`src/rtl/alu_cmd_sequencer_pkg.sv`:
```
// Shared widths, opcode/status encodings and the response record for the
// processor_unit command sequencer.
package alu_cmd_sequencer_pkg;

    localparam int DATA_W = 4;
    localparam int OPC_W  = 3;
    localparam int TAG_W  = 2;

    // processor_unit opcode[1:0] meaning; the sequencer passes opcodes through untouched
    localparam logic [1:0] OP_AND = 2'b00;
    localparam logic [1:0] OP_OR  = 2'b01;
    localparam logic [1:0] OP_ADD = 2'b10;

    localparam int STAT_ZERO  = 0;
    localparam int STAT_CARRY = 1;
    localparam int STAT_OVF   = 2;
    localparam int STAT_EXT   = 3;

    typedef struct packed {
        logic [DATA_W-1:0] result;
        logic [DATA_W-1:0] status;
        logic [TAG_W-1:0]  tag;
    } rsp_t;

    typedef enum logic {
        ST_IDLE = 1'b0,
        ST_WAIT = 1'b1
    } state_t;

endpackage

```
`src/rtl/seq_resp_fifo.sv`:
```
// First-word-fall-through response FIFO; the head entry is visible whenever
// the FIFO is non-empty and reads as zero when empty.
module seq_resp_fifo
    import alu_cmd_sequencer_pkg::*;
#(
    parameter int DEPTH = 4
) (
    input  logic clk,
    input  logic reset,
    input  logic push,
    input  rsp_t push_data,
    input  logic pop,
    output rsp_t pop_data,
    output logic full,
    output logic empty
);

    localparam int AW = $clog2(DEPTH);

    rsp_t           mem [DEPTH];
    logic [AW:0]    wr_ptr_reg;
    logic [AW:0]    rd_ptr_reg;
    logic           do_push;
    logic           do_pop;

    // Extra pointer bit distinguishes full from empty when the indices match
    assign empty   = (wr_ptr_reg == rd_ptr_reg);
    assign full    = (wr_ptr_reg[AW] != rd_ptr_reg[AW]) &&
                     (wr_ptr_reg[AW-1:0] == rd_ptr_reg[AW-1:0]);
    assign do_push = push && !full;
    assign do_pop  = pop && !empty;

    always_ff @(posedge clk) begin
        if (do_push) begin
            mem[wr_ptr_reg[AW-1:0]] <= push_data;
        end
    end

    always_ff @(posedge clk or negedge reset) begin
        if (!reset) begin
            wr_ptr_reg <= '0;
            rd_ptr_reg <= '0;
        end else begin
            if (do_push) wr_ptr_reg <= wr_ptr_reg + (AW+1)'(1);
            if (do_pop)  rd_ptr_reg <= rd_ptr_reg + (AW+1)'(1);
        end
    end

    assign pop_data = empty ? '0 : mem[rd_ptr_reg[AW-1:0]];

endmodule

```
`src/rtl/alu_cmd_sequencer.sv`:
```
// Drives one tagged command at a time into a processor_unit, captures its
// result/status after a fixed latency and queues them as in-order responses.
module alu_cmd_sequencer
    import alu_cmd_sequencer_pkg::*;
#(
    parameter int WAIT_CYCLES = 1,
    parameter int FIFO_DEPTH  = 4
) (
    input  logic              clk,
    input  logic              reset,
    input  logic              cmd_valid,
    output logic              cmd_ready,
    input  logic [OPC_W-1:0]  cmd_opcode,
    input  logic [DATA_W-1:0] cmd_a,
    input  logic [DATA_W-1:0] cmd_b,
    input  logic              cmd_chain,
    input  logic [TAG_W-1:0]  cmd_tag,
    output logic [OPC_W-1:0]  pu_opcode,
    output logic [DATA_W-1:0] pu_data_a,
    output logic [DATA_W-1:0] pu_data_b,
    input  logic [DATA_W-1:0] pu_result,
    input  logic [DATA_W-1:0] pu_status,
    output logic              rsp_valid,
    input  logic              rsp_ready,
    output logic [DATA_W-1:0] rsp_result,
    output logic [DATA_W-1:0] rsp_status,
    output logic [TAG_W-1:0]  rsp_tag,
    output logic              busy,
    output logic [7:0]        op_count
);

    localparam logic [3:0] WAIT_LOAD = 4'(WAIT_CYCLES);

    state_t            state_reg, state_next;
    logic [3:0]        wait_cnt_reg, wait_cnt_next;
    logic [TAG_W-1:0]  tag_reg;
    logic [DATA_W-1:0] last_result_reg;
    logic              accept;
    logic              capture;
    logic              fifo_full;
    logic              fifo_empty;
    rsp_t              push_data;
    rsp_t              head;

    always_comb begin
        state_next    = state_reg;
        wait_cnt_next = wait_cnt_reg;
        cmd_ready     = 1'b0;
        accept        = 1'b0;
        capture       = 1'b0;
        case (state_reg)
            ST_IDLE: begin
                cmd_ready = !fifo_full;
                if (cmd_valid && !fifo_full) begin
                    accept        = 1'b1;
                    wait_cnt_next = WAIT_LOAD;
                    state_next    = ST_WAIT;
                end
            end
            ST_WAIT: begin
                wait_cnt_next = wait_cnt_reg - 4'd1;
                // Count of 1 means this edge is WAIT_CYCLES edges after the accept
                if (wait_cnt_reg == 4'd1) begin
                    capture    = 1'b1;
                    state_next = ST_IDLE;
                end
            end
            default: state_next = ST_IDLE;
        endcase
    end

    always_ff @(posedge clk or negedge reset) begin
        if (!reset) begin
            state_reg    <= ST_IDLE;
            wait_cnt_reg <= '0;
        end else begin
            state_reg    <= state_next;
            wait_cnt_reg <= wait_cnt_next;
        end
    end

    always_ff @(posedge clk or negedge reset) begin
        if (!reset) begin
            pu_opcode       <= '0;
            pu_data_a       <= '0;
            pu_data_b       <= '0;
            tag_reg         <= '0;
            last_result_reg <= '0;
            op_count        <= '0;
        end else begin
            if (accept) begin
                pu_opcode <= cmd_opcode;
                pu_data_a <= cmd_chain ? last_result_reg : cmd_a;
                pu_data_b <= cmd_b;
                tag_reg   <= cmd_tag;
            end
            if (capture) begin
                last_result_reg <= pu_result;
                op_count        <= op_count + 8'd1;
            end
        end
    end

    assign push_data = '{result: pu_result, status: pu_status, tag: tag_reg};

    seq_resp_fifo #(
        .DEPTH(FIFO_DEPTH)
    ) u_fifo (
        .clk      (clk),
        .reset    (reset),
        .push     (capture),
        .push_data(push_data),
        .pop      (rsp_valid && rsp_ready),
        .pop_data (head),
        .full     (fifo_full),
        .empty    (fifo_empty)
    );

    assign rsp_valid  = !fifo_empty;
    assign rsp_result = head.result;
    assign rsp_status = head.status;
    assign rsp_tag    = head.tag;
    assign busy       = (state_reg != ST_IDLE) || !fifo_empty;

endmodule

```
`config.mk`:
```
export PLATFORM = sky130hd
export DESIGN_NAME = alu_cmd_sequencer
export DESIGN_NICKNAME = d
export VERILOG_FILES = /design/src/rtl/alu_cmd_sequencer_pkg.sv /design/src/rtl/seq_resp_fifo.sv /design/src/rtl/alu_cmd_sequencer.sv
export SDC_FILE = /design/constraint.sdc
export NUM_CORES = 1
export LEC_CHECK = 0
export ABC_AREA = 1
export BUFFER_PORTS_ARGS = -buffer_cell sky130_fd_sc_hd__buf_2
export CAP_MARGIN = 20
export CORE_AREA = 2 2 102 104
export CTS_CLUSTER_SIZE = 20
export DETAILED_ROUTE_END_ITERATION = 10
export DIE_AREA = 0 0 104 106
export GPL_ROUTABILITY_DRIVEN = 0
export GPL_TIMING_DRIVEN = 0
export MAX_ROUTING_LAYER = met4
export PLACE_DENSITY = 0.61
export SETUP_SLACK_MARGIN = 0.05
export SYNTH_ARGS = -nofsm -noshare
export SYNTH_HDL_FRONTEND = slang
export SYNTH_SLANG_ARGS = --single-unit
```
`constraint.sdc`:
```
create_clock -name clk -period 6.1 [get_ports clk]
set_clock_uncertainty 0.05 [all_clocks]
set_input_delay 0.61 -clock clk [delete_from_list [all_inputs] [get_ports clk]]
set_output_delay 0.61 -clock clk [all_outputs]
set_load 0.02 [all_outputs]
```
* Yosys cells after proc, flatten, opt, wreduce, memory -nomap -nowiden
Memories as Yosys holds them, arrays and structs flattened.
Cells that the tools add are included.
** Operators by class
- Add/sub/neg operators :: 4
- Multiply operators :: 0
- Div/mod/pow operators :: 0
- $lt $le $gt $ge :: 0
- Equal/unequal tests :: 5
- Shift operators :: 0
- Multiplexer cells :: 13
- Bitwise operators :: 1
- Reduce and logical (&&, ||, !) cells :: 8
** Operators with widths (count)
- 10-bit two-way mux :: 1
- 8-bit by 1-bit adder with 8-bit output, second input constant :: 1
- 1-bit two-way mux :: 8
- 4-bit two-way mux :: 2
- 4-bit case mux with 2 select lines :: 1
- 3-bit by 1-bit adder with 3-bit output, second input constant :: 2
- 1-bit logical AND :: 5
- 4-bit by 1-bit == test with 1-bit output, second input constant :: 1
- 4-bit by 1-bit subtractor with 4-bit output, second input constant :: 1
- 3-bit == test :: 1
- 2-bit == test :: 1
- 1-bit logical NOT :: 2
- 2-bit != test, second input constant :: 1
- 1-bit case mux with 2 select lines :: 1
- 1-bit logical OR :: 1
- 1-bit != test :: 1
- 1-bit NOT :: 1
** Storage, ports and cells
- Register bits :: 36
- Bits in latches :: 0
- Memory bits (writable) :: 40
- Bits in read-only memories :: 0
- Input port bits :: 26
- Output and inout port bits :: 32
- Logic and storage cells :: 42
- Memories :: 1
** Memory list
- u_fifo.mem :: depth 4, width 10, rd ports 1, clocked after Yosys merged registers in 0, write ports 1, line seq_resp_fifo.sv:20 : rsp_t mem [DEPTH];

* Logic depth before layout (Yosys ltp)
- Depth after elaboration :: 6
- Depth in mapped cells :: 10
- Depth with buffers taken out :: 10

* Cells and area by module
A second synthesis with hierarchy kept.
** Unflattened totals
- Cell total of the unflattened synthesis :: 354
- Area total of the unflattened synthesis :: 3390.8 sq um
** Modules (own cells, without submodules)
- seq_resp_fifo :: times used 1, cells each 191, area an instance 2021.9 sq um, seq. area each 1351.3 sq um
- alu_cmd_sequencer :: times used 1, cells each 163, area an instance 1368.8 sq um, seq. area each 750.7 sq um

* Worst setup path after synthesis
Ideal clock, no wire load.
- Path type :: register to register
- From :: register wait_cnt_reg[1]
- To :: memory u_fifo.mem[0][0] (netlist bit), enable pin
- Setup time :: 0.376 ns
- Arrival time :: 1.597 ns
- Required time :: 5.674 ns
- Slack :: 4.077 ns
- Stages on the path, launching flop included :: 9
- Buffers on the path :: 0
- Period minus slack after synthesis :: 2.023 ns
- Path through :: dfrtp_1 -> inv_1 -> ha_1 -> inv_1 -> nor2_1 -> nand3_2 -> inv_2 -> nand2_2 -> nor2_1
** Between the ends
- Word-level cells in the longest chain between the ends :: 6
** RTL lines
- from (decl) :: line alu_cmd_sequencer.sv:35 : logic [3:0] wait_cnt_reg, wait_cnt_next;
- from (signal assigned) :: line alu_cmd_sequencer.sv:78 : wait_cnt_reg <= wait_cnt_next;
- 4-bit by 1-bit == test with 1-bit output :: line alu_cmd_sequencer.sv:63 : if (wait_cnt_reg == 4'd1) begin
- 1-bit two-way mux :: line alu_cmd_sequencer.sv:63
- 1-bit two-way mux :: line alu_cmd_sequencer.sv:51 : case (state_reg)
- 1-bit logical AND :: line seq_resp_fifo.sv:30 : assign do_push = push && !full;
- 1-bit two-way mux :: line seq_resp_fifo.sv:34 : if (do_push) begin
- 1-bit two-way mux (implied by the code) :: line seq_resp_fifo.sv:35 : mem[wr_ptr_reg[AW-1:0]] <= push_data;
- to (decl) :: line seq_resp_fifo.sv:20
Every way passes these cells.

* Final worst setup path
- From :: register u_fifo.rd_ptr_reg[0]
- To :: output port rsp_tag[0]
** Between the ends
- Word-level cells in the longest chain between the ends :: 2
- Elaborated cells on any way between the ends :: 3
- Classes of those cells :: eq/ne: 1; mux: 1; memory: 1
** RTL lines
- from (decl) :: line seq_resp_fifo.sv:22 : logic [AW:0] rd_ptr_reg;
- from (signal assigned) :: line seq_resp_fifo.sv:45 : if (do_pop) rd_ptr_reg <= rd_ptr_reg + (AW+1)'(1);
- memory 4 x 10 bit / 3-bit == test (equally long branches)
- 10-bit two-way mux * :: line seq_resp_fifo.sv:49 : assign pop_data = empty ? '0 : mem[rd_ptr_reg[AW-1:0]];
- to (decl) :: line alu_cmd_sequencer.sv:27 : output logic [TAG_W-1:0] rsp_tag,
Every way passes the cells marked *; elsewhere a longest branch is shown, timed or not.

==> results.toml <==
[placed_design]
io_buffers = 57
dp_hpwl_um = 5083
place_worst_setup_slack_ns = 3.460
place_area_sq_um = 3844
dp_cells = 536

[floorplan]
io_pins = 58
start_util_pct = 33.88
die-width_um = 104
die_area_sq_um = 11020
num_rows = 37
die_h_um = 106
core_sq_um = 10000

[logic_synthesis]
synth_seq_cells = 76
synthTopCellsByArea = "edfxtp_1 35%, dfrtp_1 27%, nand2_1 11%"
syn_inst = 343
syn_nets = 377
syn_area_sq_um = 3388
yosys_warnings = 0
ys_seq_area_share_pct = 62.04
yosysTopAreaCell = "edfxtp_1"
synth_cell_type_count = 26
syn-mean-instance-area_sq_um = 9.878
synth_top_cell_area_share_pct = 35.45

[cells_and_area]
area_growth_syn_to_layout_pct = 19.28
instances_no_fill = 553
largest_reg_flops = 40
drive_above_1_share_pct = 20.62
n_antenna_cell = 0
final_nets = 446
design_area_sq_um = 4041
final_util_pct = 40.42

[run]
maxCapViolations = 0

[cts]
cts_root_buf = "clkbuf_8"
cts_tree = "built"
cts_hold_buf = 0
cts_max_path_buffers = 2
clk_latency_ns = 0.35
clk_pin_slew_ns = 0.08
cts_made_buffers = 9
postCtsSetupRepairBufs = 0
htree_num_levels = 3
clock_sinks = 76
cts.repair.resized = 0

[timing]
whs_ns = 0.2974
tns_ns = 0
clock.fmax_mhz = 380.7
setup_viol = 0
fin_ws_ns = 3.473
maxSlewViolCount = 0
post-route-period-util_pct = 43.06
min_period_ns = 2.627
hold_viol = 0
rsz0062_at_grt = "no"
relSlewSlack_pct = 29.22
tightest_slew_ns = 1.058

[min_path]
holdCritPathClass = "input port to asynchronous set/reset pin"

[drt]
postRouteAntennaNets = 0
wl_per_cell_um = 13.75
drcViolationCount = 0
firstDrtPassIters = 4
routed_wl_um = 7606
drtIter0Drc = 121
vias_per_cell = 4.617
vias = 2553

[global_routing]
grt_pass1_vias = 2437
grt_pass1_wl_um = 12410
antenna_found_initial = 0
grt_overflow_total = 0
grt_use_total_pct = 14.79
grt_max_degree = 37

[critical_path]
slowest_delay_ns = 0.49
r2r-start = "wait_cnt_reg[1]"
crit_type = "flop to output pin"
worstPathRequired_ns = 5.44
cp.arrival_ns = 1.97
cp_cell_sequence = "inv_2 > clkbuf_1 > nor2_1 > o22ai_1 > nand2_1 > inv_1 > buf_2"
crit_start = "u_fifo.rd_ptr_reg[0]"
end_kind = "output pin"
worst-path-max-fanout = 10
timing.rr.end = "u_fifo.mem[3][4]"
r2r_cells = 8
worstSetupStartpointType = "flop"
cp_slowest_cell = "clkbuf_1"
endpoint = "rsp_tag[0]"
ff2ff_setup_slack_ns = 3.52

[power]
peakVddDrop_uv = 179.8
p_leak_nw = 1.917
power_density_nw_per_um2 = 489.8
power_mw = 1.979

[status]
status = "finished, final reports clean"
==> logic make-up after synthesis <==
kind of cell | count (synthesis) | share of synthesized area, %
adder cells (fa/ha/maj) | 8 | 2.954
AND/OR/NAND/NOR | 165 | 21.49
buffers and inverters | 51 | 6.130
AO/OA/AOI/OAI | 37 | 5.834
flip-flops | 76 | 62.04
XOR/XNOR | 6 | 1.551
==> cell type report <==
| cell class | count | area (sq um) |
|---|---|---|
| inverter | 39 | 146.4 |
| sequential | 76 | 2102 |
| buffer | 12 | 61.31 |
| clock buffer | 10 | 127.6 |
| tap | 136 | 170.2 |
| clock inverter | 6 | 62.56 |
| multi-input combinational | 216 | 1079 |
| fill | 1024 | 5958 |
| timing repair buffer | 58 | 292.8 |
==> report_power, final <==
group          switching, mW  total (mW)  leakage [nW]  internal [mW]
Sequential            0.0911       0.762         0.811          0.671
Combinational          0.556       0.831          1.02          0.275
Clock                  0.198       0.387        0.0903          0.189
Total                  0.845        1.98          1.92           1.13
==> synthesized netlist by cell type <==
cell / number
nand3b_1: 1
nand4_2: 1
nand2_1: 101
ha_1: 8
nand3_2: 1
xor2_1: 4
dfrtp_1: 36
nand3_4: 2
edfxtp_1: 40
a21oi_1: 1
buf_1: 1
buf_4: 2
xnor2_1: 2
inv_2: 2
nand4_1: 15
buf_6: 1
nor2_1: 28
nand2_2: 1
inv_1: 37
nor3_1: 1
or2_2: 3
clkbuf_1: 7
o21ai_0: 26
buf_2: 1
nand3_1: 11
o22ai_1: 10
==> cells in the final DEF (no fill, tap or decap), types with 2 or more instances in the layout <==
cell type,count
inv_1,37
buf_2,58
ha_1,8
clkinvlp_4,2
nor2_1,28
edfxtp_1,40
nand3_4,2
nand4_1,15
o21ai_0,26
dfrtp_1,36
xnor2_1,2
clkbuf_1,8
buf_4,3
o22ai_1,10
or2_2,3
inv_2,2
clkbuf_8,9
nand3_1,11
nand2_1,101
xor2_1,4
==> how the worst min path moves through the flow <==
stage / cells past startpoint / start / slack [ns] / to
global placement: 2 / pu_opcode[2] / 0.40 / pu_opcode[2]
detailed placement: 2 / pu_data_b[0] / 0.41 / pu_data_b[0]
CTS: 1 / reset / 0.33 / tag_reg[1]
finish: 1 / reset / 0.30 / op_count[6]
floorplan: 0 / reset / 0.26 / last_result_reg[0]
global route: 1 / reset / 0.38 / op_count[6]
==> worst max-delay path: cells and delay by family, from the launching register on <==
family	cells	cell delay, ns
buffers and inverters	4	0.80
DFF	1	0.45
AOI/OAI and AO/OA	1	0.19
and+or+nand+nor	2	0.17
==> routing by layer <==
metal  vias to the layer above  routed length [um]  GRT usage [%]
met1                      1225                3593          18.75
met3                        10                 257          3.372
met5                         -                   0              -
met2                        46                3666          23.78
met4                         0                  89          4.633
li1                       1272                   -              -
Power figures use the tool's default switching activity.
